==> config.mk <==
export PLATFORM = sky130hd
export DESIGN_NAME = multicycle_controller
export DESIGN_NICKNAME = d
export VERILOG_FILES = /design/src/rtl/multicycle_controller.sv
export SDC_FILE = /design/constraint.sdc
export NUM_CORES = 1
export LEC_CHECK = 0
export CORE_AREA = 3 3 42 44
export CTS_BUF_LIST = sky130_fd_sc_hd__clkbuf_4 sky130_fd_sc_hd__clkbuf_8 sky130_fd_sc_hd__clkbuf_16
export DETAILED_ROUTE_END_ITERATION = 6
export DIE_AREA = 0 0 45 47
export GPL_ROUTABILITY_DRIVEN = 0
export HOLD_SLACK_MARGIN = 0.1
export PLACE_DENSITY = 0.82
export RECOVER_POWER = 25
export SLEW_MARGIN = 0
export SYNTH_ARGS = -nofsm -noshare
export SYNTH_HDL_FRONTEND = slang
export SYNTH_SLANG_ARGS = --single-unit
==> constraint.sdc <==
create_clock -name clk -period 2.4 [get_ports clk]
set_clock_uncertainty 0.05 [all_clocks]
set_input_delay 0.24 -clock clk [delete_from_list [all_inputs] [get_ports clk]]
set_output_delay 0.24 -clock clk [all_outputs]
set_load 0.05 [all_outputs]
==> src/rtl/multicycle_controller.sv <==
// Main control FSM for the multicycle RV32I core: fetch/decode/execute/memory/writeback sequencing.
// Optional feature: define MC_ILLEGAL_TRAP_EN to trap on unknown opcodes (sticky illegal flag).
module multicycle_controller (
  input  logic       clk,
  input  logic       reset_n,
  input  logic [6:0] op,
  input  logic [2:0] funct3,
  input  logic       funct7b5,
  input  logic       zero,
  input  logic       mem_ready,
  output logic       mem_req,
  output logic       adrsrc,
  output logic       irwrite,
  output logic       pcwrite,
  output logic       regwrite,
  output logic       memwrite,
  output logic [1:0] immsrc,
  output logic [1:0] alusrca,
  output logic [1:0] alusrcb,
  output logic [1:0] resultsrc,
  output logic [2:0] alucontrol,
  output logic       illegal
);

  // state      | meaning
  // S_FETCH    | read instruction at PC, PC <= PC + 4 when memory is ready
  // S_DECODE   | compute branch/jump target OldPC + imm
  // S_MEMADR   | compute load/store address rs1 + imm
  // S_MEMREAD  | load data access at ALUOut
  // S_MEMWRITE | store data access at ALUOut
  // S_MEMWB    | write loaded data to rd
  // S_EXECUTER | register-register ALU operation
  // S_EXECUTEI | register-immediate ALU operation
  // S_ALUWB    | write ALUOut to rd
  // S_BEQ      | compare rs1/rs2, take branch on zero
  // S_JAL      | PC <= target, ALU forms OldPC + 4 for the link
  // S_TRAP     | unknown opcode seen; frozen until reset (trap build only)

  localparam logic [6:0] OP_LW   = 7'b0000011;
  localparam logic [6:0] OP_SW   = 7'b0100011;
  localparam logic [6:0] OP_R    = 7'b0110011;
  localparam logic [6:0] OP_I    = 7'b0010011;
  localparam logic [6:0] OP_BEQ  = 7'b1100011;
  localparam logic [6:0] OP_JAL  = 7'b1101111;

  typedef enum logic [3:0] {
    S_FETCH,
    S_DECODE,
    S_MEMADR,
    S_MEMREAD,
    S_MEMWRITE,
    S_MEMWB,
    S_EXECUTER,
    S_EXECUTEI,
    S_ALUWB,
    S_BEQ,
    S_JAL
`ifdef MC_ILLEGAL_TRAP_EN
    , S_TRAP
`endif
  } state_t;

  typedef enum logic [1:0] {
    ALU_ADD,
    ALU_SUB,
    ALU_FUNCT
  } aluop_t;

  state_t state_q;
  state_t state_d;
  aluop_t aluop;

  always_ff @(posedge clk or negedge reset_n) begin
    if (!reset_n) begin
      state_q <= S_FETCH;
    end else begin
      state_q <= state_d;
    end
  end

  always_comb begin
    state_d = state_q;
    case (state_q)
      S_FETCH:    if (mem_ready) state_d = S_DECODE;
      S_DECODE: begin
        case (op)
          OP_LW, OP_SW: state_d = S_MEMADR;
          OP_R:         state_d = S_EXECUTER;
          OP_I:         state_d = S_EXECUTEI;
          OP_BEQ:       state_d = S_BEQ;
          OP_JAL:       state_d = S_JAL;
`ifdef MC_ILLEGAL_TRAP_EN
          default:      state_d = S_TRAP;
`else
          default:      state_d = S_FETCH;
`endif
        endcase
      end
      S_MEMADR:   state_d = (op == OP_SW) ? S_MEMWRITE : S_MEMREAD;
      S_MEMREAD:  if (mem_ready) state_d = S_MEMWB;
      S_MEMWRITE: if (mem_ready) state_d = S_FETCH;
      S_EXECUTER: state_d = S_ALUWB;
      S_EXECUTEI: state_d = S_ALUWB;
      S_JAL:      state_d = S_ALUWB;
      S_MEMWB:    state_d = S_FETCH;
      S_ALUWB:    state_d = S_FETCH;
      S_BEQ:      state_d = S_FETCH;
`ifdef MC_ILLEGAL_TRAP_EN
      S_TRAP:     state_d = S_TRAP;
`endif
      default:    state_d = S_FETCH;
    endcase
  end

  always_comb begin
    mem_req   = 1'b0;
    adrsrc    = 1'b0;
    irwrite   = 1'b0;
    pcwrite   = 1'b0;
    regwrite  = 1'b0;
    memwrite  = 1'b0;
    alusrca   = 2'b00;
    alusrcb   = 2'b00;
    resultsrc = 2'b00;
    aluop     = ALU_ADD;
    case (state_q)
      S_FETCH: begin
        mem_req   = 1'b1;
        alusrcb   = 2'b10;
        resultsrc = 2'b10;
        irwrite   = mem_ready;
        pcwrite   = mem_ready;
      end
      S_DECODE: begin
        alusrca = 2'b01;
        alusrcb = 2'b01;
      end
      S_MEMADR: begin
        alusrca = 2'b10;
        alusrcb = 2'b01;
      end
      S_MEMREAD: begin
        mem_req = 1'b1;
        adrsrc  = 1'b1;
      end
      S_MEMWRITE: begin
        mem_req  = 1'b1;
        adrsrc   = 1'b1;
        memwrite = 1'b1;
      end
      S_MEMWB: begin
        resultsrc = 2'b01;
        regwrite  = 1'b1;
      end
      S_EXECUTER: begin
        alusrca = 2'b10;
        aluop   = ALU_FUNCT;
      end
      S_EXECUTEI: begin
        alusrca = 2'b10;
        alusrcb = 2'b01;
        aluop   = ALU_FUNCT;
      end
      S_ALUWB:  regwrite = 1'b1;
      S_BEQ: begin
        alusrca = 2'b10;
        aluop   = ALU_SUB;
        pcwrite = zero;
      end
      S_JAL: begin
        alusrca = 2'b01;
        alusrcb = 2'b10;
        pcwrite = 1'b1;
      end
      default: ;
    endcase
  end

  // Immediate type follows the opcode in every state so the extender is always ready.
  always_comb begin
    case (op)
      OP_SW:   immsrc = 2'b01;
      OP_BEQ:  immsrc = 2'b10;
      OP_JAL:  immsrc = 2'b11;
      default: immsrc = 2'b00;
    endcase
  end

  always_comb begin
    case (aluop)
      ALU_ADD: alucontrol = 3'b000;
      ALU_SUB: alucontrol = 3'b001;
      default: begin
        case (funct3)
          3'b000:  alucontrol = (op[5] & funct7b5) ? 3'b001 : 3'b000;
          3'b010:  alucontrol = 3'b101;
          3'b110:  alucontrol = 3'b011;
          3'b111:  alucontrol = 3'b010;
          default: alucontrol = 3'b000;
        endcase
      end
    endcase
  end

`ifdef MC_ILLEGAL_TRAP_EN
  logic illegal_q;

  always_ff @(posedge clk or negedge reset_n) begin
    if (!reset_n) begin
      illegal_q <= 1'b0;
    end else if (state_q == S_DECODE && state_d == S_TRAP) begin
      illegal_q <= 1'b1;
    end
  end

  assign illegal = illegal_q;
`else
  assign illegal = 1'b0;
`endif

endmodule

# After elaboration in Yosys (flattened, before gate mapping)
# Cells that the tools add are included.
[word_totals]
reg_bits = 4
inputBits = 15
elab_cells = 59
output_inout_bits = 18
[op_classes]
n_eq_ne = 23
n_reduce_logical = 14
muxes = 20
bitwise_logic = 1
[op_table]
columns = ["operator", "count"]
rows = [
  ["4-bit case mux with 6 select lines", 1],
  ["4-bit case mux with 5 select lines", 1],
  ["4-bit by 3-bit equality test with 1-bit output (second input constant)", 4],
  ["2-bit case mux with 2 select lines", 4],
  ["7-bit by 6-bit equality test with 1-bit output (second input constant)", 2],
  ["7-bit equality test (second input constant)", 2],
  ["4-bit equality test (second input constant)", 3],
  ["4-bit two-way mux", 3],
  ["3-bit case mux with 4 select lines", 1],
  ["2-bit OR reduction", 6],
  ["3-bit OR reduction", 3],
  ["4-bit by 2-bit equality test with 1-bit output (second input constant)", 2],
  ["7-bit by 2-bit equality test with 1-bit output (second input constant)", 1],
  ["7-bit by 5-bit equality test with 1-bit output (second input constant)", 1],
  ["3-bit equality test (second input constant)", 2],
  ["1-bit two-way mux", 6],
  ["2-bit inequality test (second input constant)", 3],
  ["2-bit case mux with 3 select lines", 1],
  ["3-bit case mux with 2 select lines", 1],
  ["4-bit by 1-bit equality test with 1-bit output (second input constant)", 1],
  ["4-bit zero test", 1],
  ["4-bit OR reduction", 1],
  ["3-bit by 2-bit equality test with 1-bit output (second input constant)", 1],
  ["3-bit zero test", 1],
  ["6 further kinds", 6],
]

# Logic depth before layout (Yosys ltp)
[logic_depth]
word_depth = 5
ltp_mapped = 5

# Worst setup path after synthesis
# Ideal clock, no wire load.
[synth_timing]
path_type = "register to register"
from = "reg state_q[3]"
to = "reg state_q[0]"
stages_incl_launch_ff = 4
arrival_time_ps = 2817
n_path_buf = 0
setup_time_ps = 66
path_slack_ps = -532
cell_sequence = "dfrtp_1 nor4_1 and2_1 or3_1"
[synth_between]
elab_chain_len = 3
[synth_rtl]
columns = ["item", "line_no", "rtl"]
rows = [
  ["start: declaration", "69", "state_t state_q;"],
  ["start signal: assignment", "77", "state_q <= state_d;"],
  ["4-bit by 3-bit equality test with 1-bit output, or another cell as far along", "83", "case (state_q)"],
  ["3-bit OR reduction (no line) or 2-bit inequality test (tied branches)", "--", ""],
  ["4-bit case mux with 6 select lines or 3-bit AND reduction (tied branches)", "--", ""],
]
# Several ways; a longest one is shown, not always the timed one.
# A chain may end at the register's enable or synchronous reset.

# Worst setup path in the final report
[layout_timing]
from = "reg state_q[3]"
to = "out alusrcb[1]"
[layout_between]
elab_chain_len = 3
[layout_rtl]
columns = ["item", "line_no", "rtl"]
rows = [
  ["4-bit by 3-bit equality test with 1-bit output, or another cell as far along", "126", "case (state_q)"],
  ["3-bit OR reduction (no line) or 2-bit OR reduction (tied branches)", "--", ""],
  ["2-bit case mux with 2 select lines *", "126", ""],
  ["end: declaration", "19", "output logic [1:0] alusrcb,"],
]
# Mark *: on every way between the ends. The rest lies on a longest branch, timed or not.

==> metrics.yaml <==
setup.reg_to_reg.worst_slack_ps: 940
synth-seq-cells: 4
vias: 711
h-tree-depth: 1
end_kind: "primary output"
switching_share: 0.5799
peakVddDrop_mv: 0.3988
start_util: 0.3920
yosysWarnings: 0
viasPerCell: 5.643
clock_latency_ps: 230
die-area_um2: 2115
r2r.worst_path.cells: 3
numCtsBuffers: 3
critical_path.startpoint_type: "flip-flop"
total_power_mw: 0.8555
fp.coreArea_um2: 1471
top_layer_used: "met4"
diodes: 0
place_ws_ps: 419.7
setup_ws_ps: 307.5
firstDrtPassIters: 4
crit_type: "reg2out"
crit_path_max_fanout: 2
required_ps: 2110
drc_errors: 0
switching_power_mw: 0.4961
arrival_ps: 1800
maxCapViolCount: 0
port_buffers: 31
drive_above_1_share: 0.2545
async_flop_share: 1.000
path_cells: "xor2_1 -> nor3_1 -> clkdlybuf4s50_1"
avgSynthCellArea_um2: 7.395
antenna_left: 0
fillers: 144
largest_reg_flops: 4
relSlewSlack: 0.6685
reg2reg_to: "state_q[0]"
clock_path_buffers: 2
synth_edf_count: 0
syn_inst: 78
min_period_ps: 2092
syn_area_um2: 576.8
syn_to_final_growth_pct: 59.65
ctsResizeCount: 0
totalWireLength_mm: 1.649
hold_violations: 0
final_area_um2: 920.9
ys_seq_area_frac: 0.1735
rsz0062_at_grt: "false"
nets: 127
dpl_cell_area_um2: 898.4
tritoncts: "done"
status: "finished, final reports clean"
grt_first_pass_wirelength_mm: 2.622
synth_cell_types: 36
dp_hpwl_mm: 1.321
clk_pin_slew_ps: 40
wl_per_cell_um: 13.09
top_regs: "state_q: 4 flops"
tns_ps: 0
p_int_mw: 0.3594
drt-met1-wl_um: 708
first_global_vias: 632
row_count: 14
slowest_stage: "clkdlybuf4s50_1"
slew_violations: 0
p_leak_nw: 0.4128
wl_met2_um: 838
max_freq_mhz: 477.9
grt_overflow: 0
die_y_um: 47
cts_sinks: 4
seqPwrFrac: 0.107
antenna_found_initial: 0
cts_hold_buf: 0
syn_nets: 93
largest_register: "state_q"
io_pins: 33
drt-initial-drc-count: 18
pwr-share-comb: 0.795
grt_start_max_net_pins: 18
min_period_over_period: 0.8719
gr-usage-all-layers: 0.1694
cts_setup_buffers: 0
worstMarginPinSlew_ps: 495.6
critPathMaxStageDelay_ps: 840
ys.flop_type: "dfrtp_1"
cts-root-buf: "clkbuf_4"
wl_met3_um: 85
holdCritPathClass: "in2async"
finalSetupViolCount: 0
r2r_start: "state_q[0]"
p_per_area_nw_per_um2: 928.9
pwr-share-clk: 0.097
fp.dieW_um: 45
-- cell usage in the layout, fill, tap and decap left out, types with 2 or more instances in the layout --
cell | synthesis | final
dfrtp_1 | 4 | 4
a21oi_1 | 4 | 4
nor3b_1 | 3 | 3
nand3_1 | 3 | 3
a31oi_1 | 2 | 2
nand2_1 | 4 | 4
buf_12 | 0 | 2
nor2b_1 | 5 | 5
and3b_1 | 2 | 2
a22oi_1 | 2 | 2
mux2i_1 | 2 | 2
inv_1 | 2 | 2
o21ai_0 | 6 | 6
buf_4 | 1 | 18
and2_1 | 3 | 3
clkbuf_4 | 0 | 3
xnor2_1 | 2 | 2
clkdlybuf4s50_1 | 0 | 14
nor3_1 | 2 | 2
nor2_1 | 10 | 10
-- kinds of logic (layout without fill, tap and decap cells) --
kind of cell | count (synthesis) | after routing | share of synthesized area
AO/OA/AOI/OAI | 19 | 19 | 0.2169
multiplexers | 2 | 2 | 0.03471
flip-flops | 4 | 4 | 0.1735
XOR/XNOR | 3 | 3 | 0.04556
other | 1 | 1 | 0.006501
AND/OR/NAND/NOR | 41 | 41 | 0.4490
buffers and inverters | 8 | 40 | 0.07375
-- metal layers --
| layer | GRT usage | vias to the layer above |
|---|---|---|
| li1 | - | 354 |
| met1 | 0.2082 | 326 |
| met2 | 0.2881 | 27 |
| met3 | 0.03448 | 4 |
| met4 | 0.07018 | 0 |
| met5 | 0 | - |
-- stage by stage --
stage,util,std cells,hold slack (ps)
finish,0.6259,126,220.6
global route,0.6259,126,230.8
CTS,0.6259,126,153.6
detailed placement,0.6105,123,403.7
global placement,0.6105,123,396.5
floorplan,-,78,-105.6
-- worst max path at each step --
stage               startpoint            end  slack (ps)
finish              state_q[3]     alusrcb[1]         310
global route        state_q[3]     alusrcb[1]         220
CTS                 state_q[3]     alusrcb[1]         270
detailed placement       op[2]     state_q[0]         420
global placement         op[2]     state_q[0]         460
floorplan           state_q[2]  alucontrol[2]          80
-- cell type report --
type | count | area (um2) | share of cell area
Multi-Input combinational cell | 66 | 445.4 | 0.4837
Clock buffer | 3 | 22.52 | 0.02446
Sequential cell | 4 | 100.1 | 0.1087
Inverter | 2 | 7.507 | 0.008152
Timing Repair Buffer | 35 | 325.3 | 0.3533
Tap cell | 16 | 20.02 | 0.02174
-- critical path, delay by kind of cell, from the launching register on --
family	cells	cell delay [ps]
xor gates and xnor gates	1	170
DFF	1	380
and+or+nand+nor	1	170
buffers and inverters	1	840
-- power groups by stage --
stage	registers (mW)	logic (mW)	clock network [mW]
after global routing	0.0948	0.720	0.0934
after floorplan	0.0923	0.492	0
after global placement	0.0918	0.679	0
final	0.0919	0.680	0.0833
after CTS	0.0920	0.684	0.0853
after detailed placement	0.0930	0.682	0
-- cells in the mapped netlist, drive strengths merged (3+ instances only) --
cell type   n  area [um2]
buf         3       23.77
dfrtp       4       100.1
and2        3       18.77
o21ai       6       30.03
nor2       10       37.54
a21oi       4       20.02
nor2b       5       31.28
nand2       4       15.01
clkbuf      3       11.26
nor3b       3       22.52
nand3       3       15.01
No activity file was read; power rests on OpenSTA's default activity.
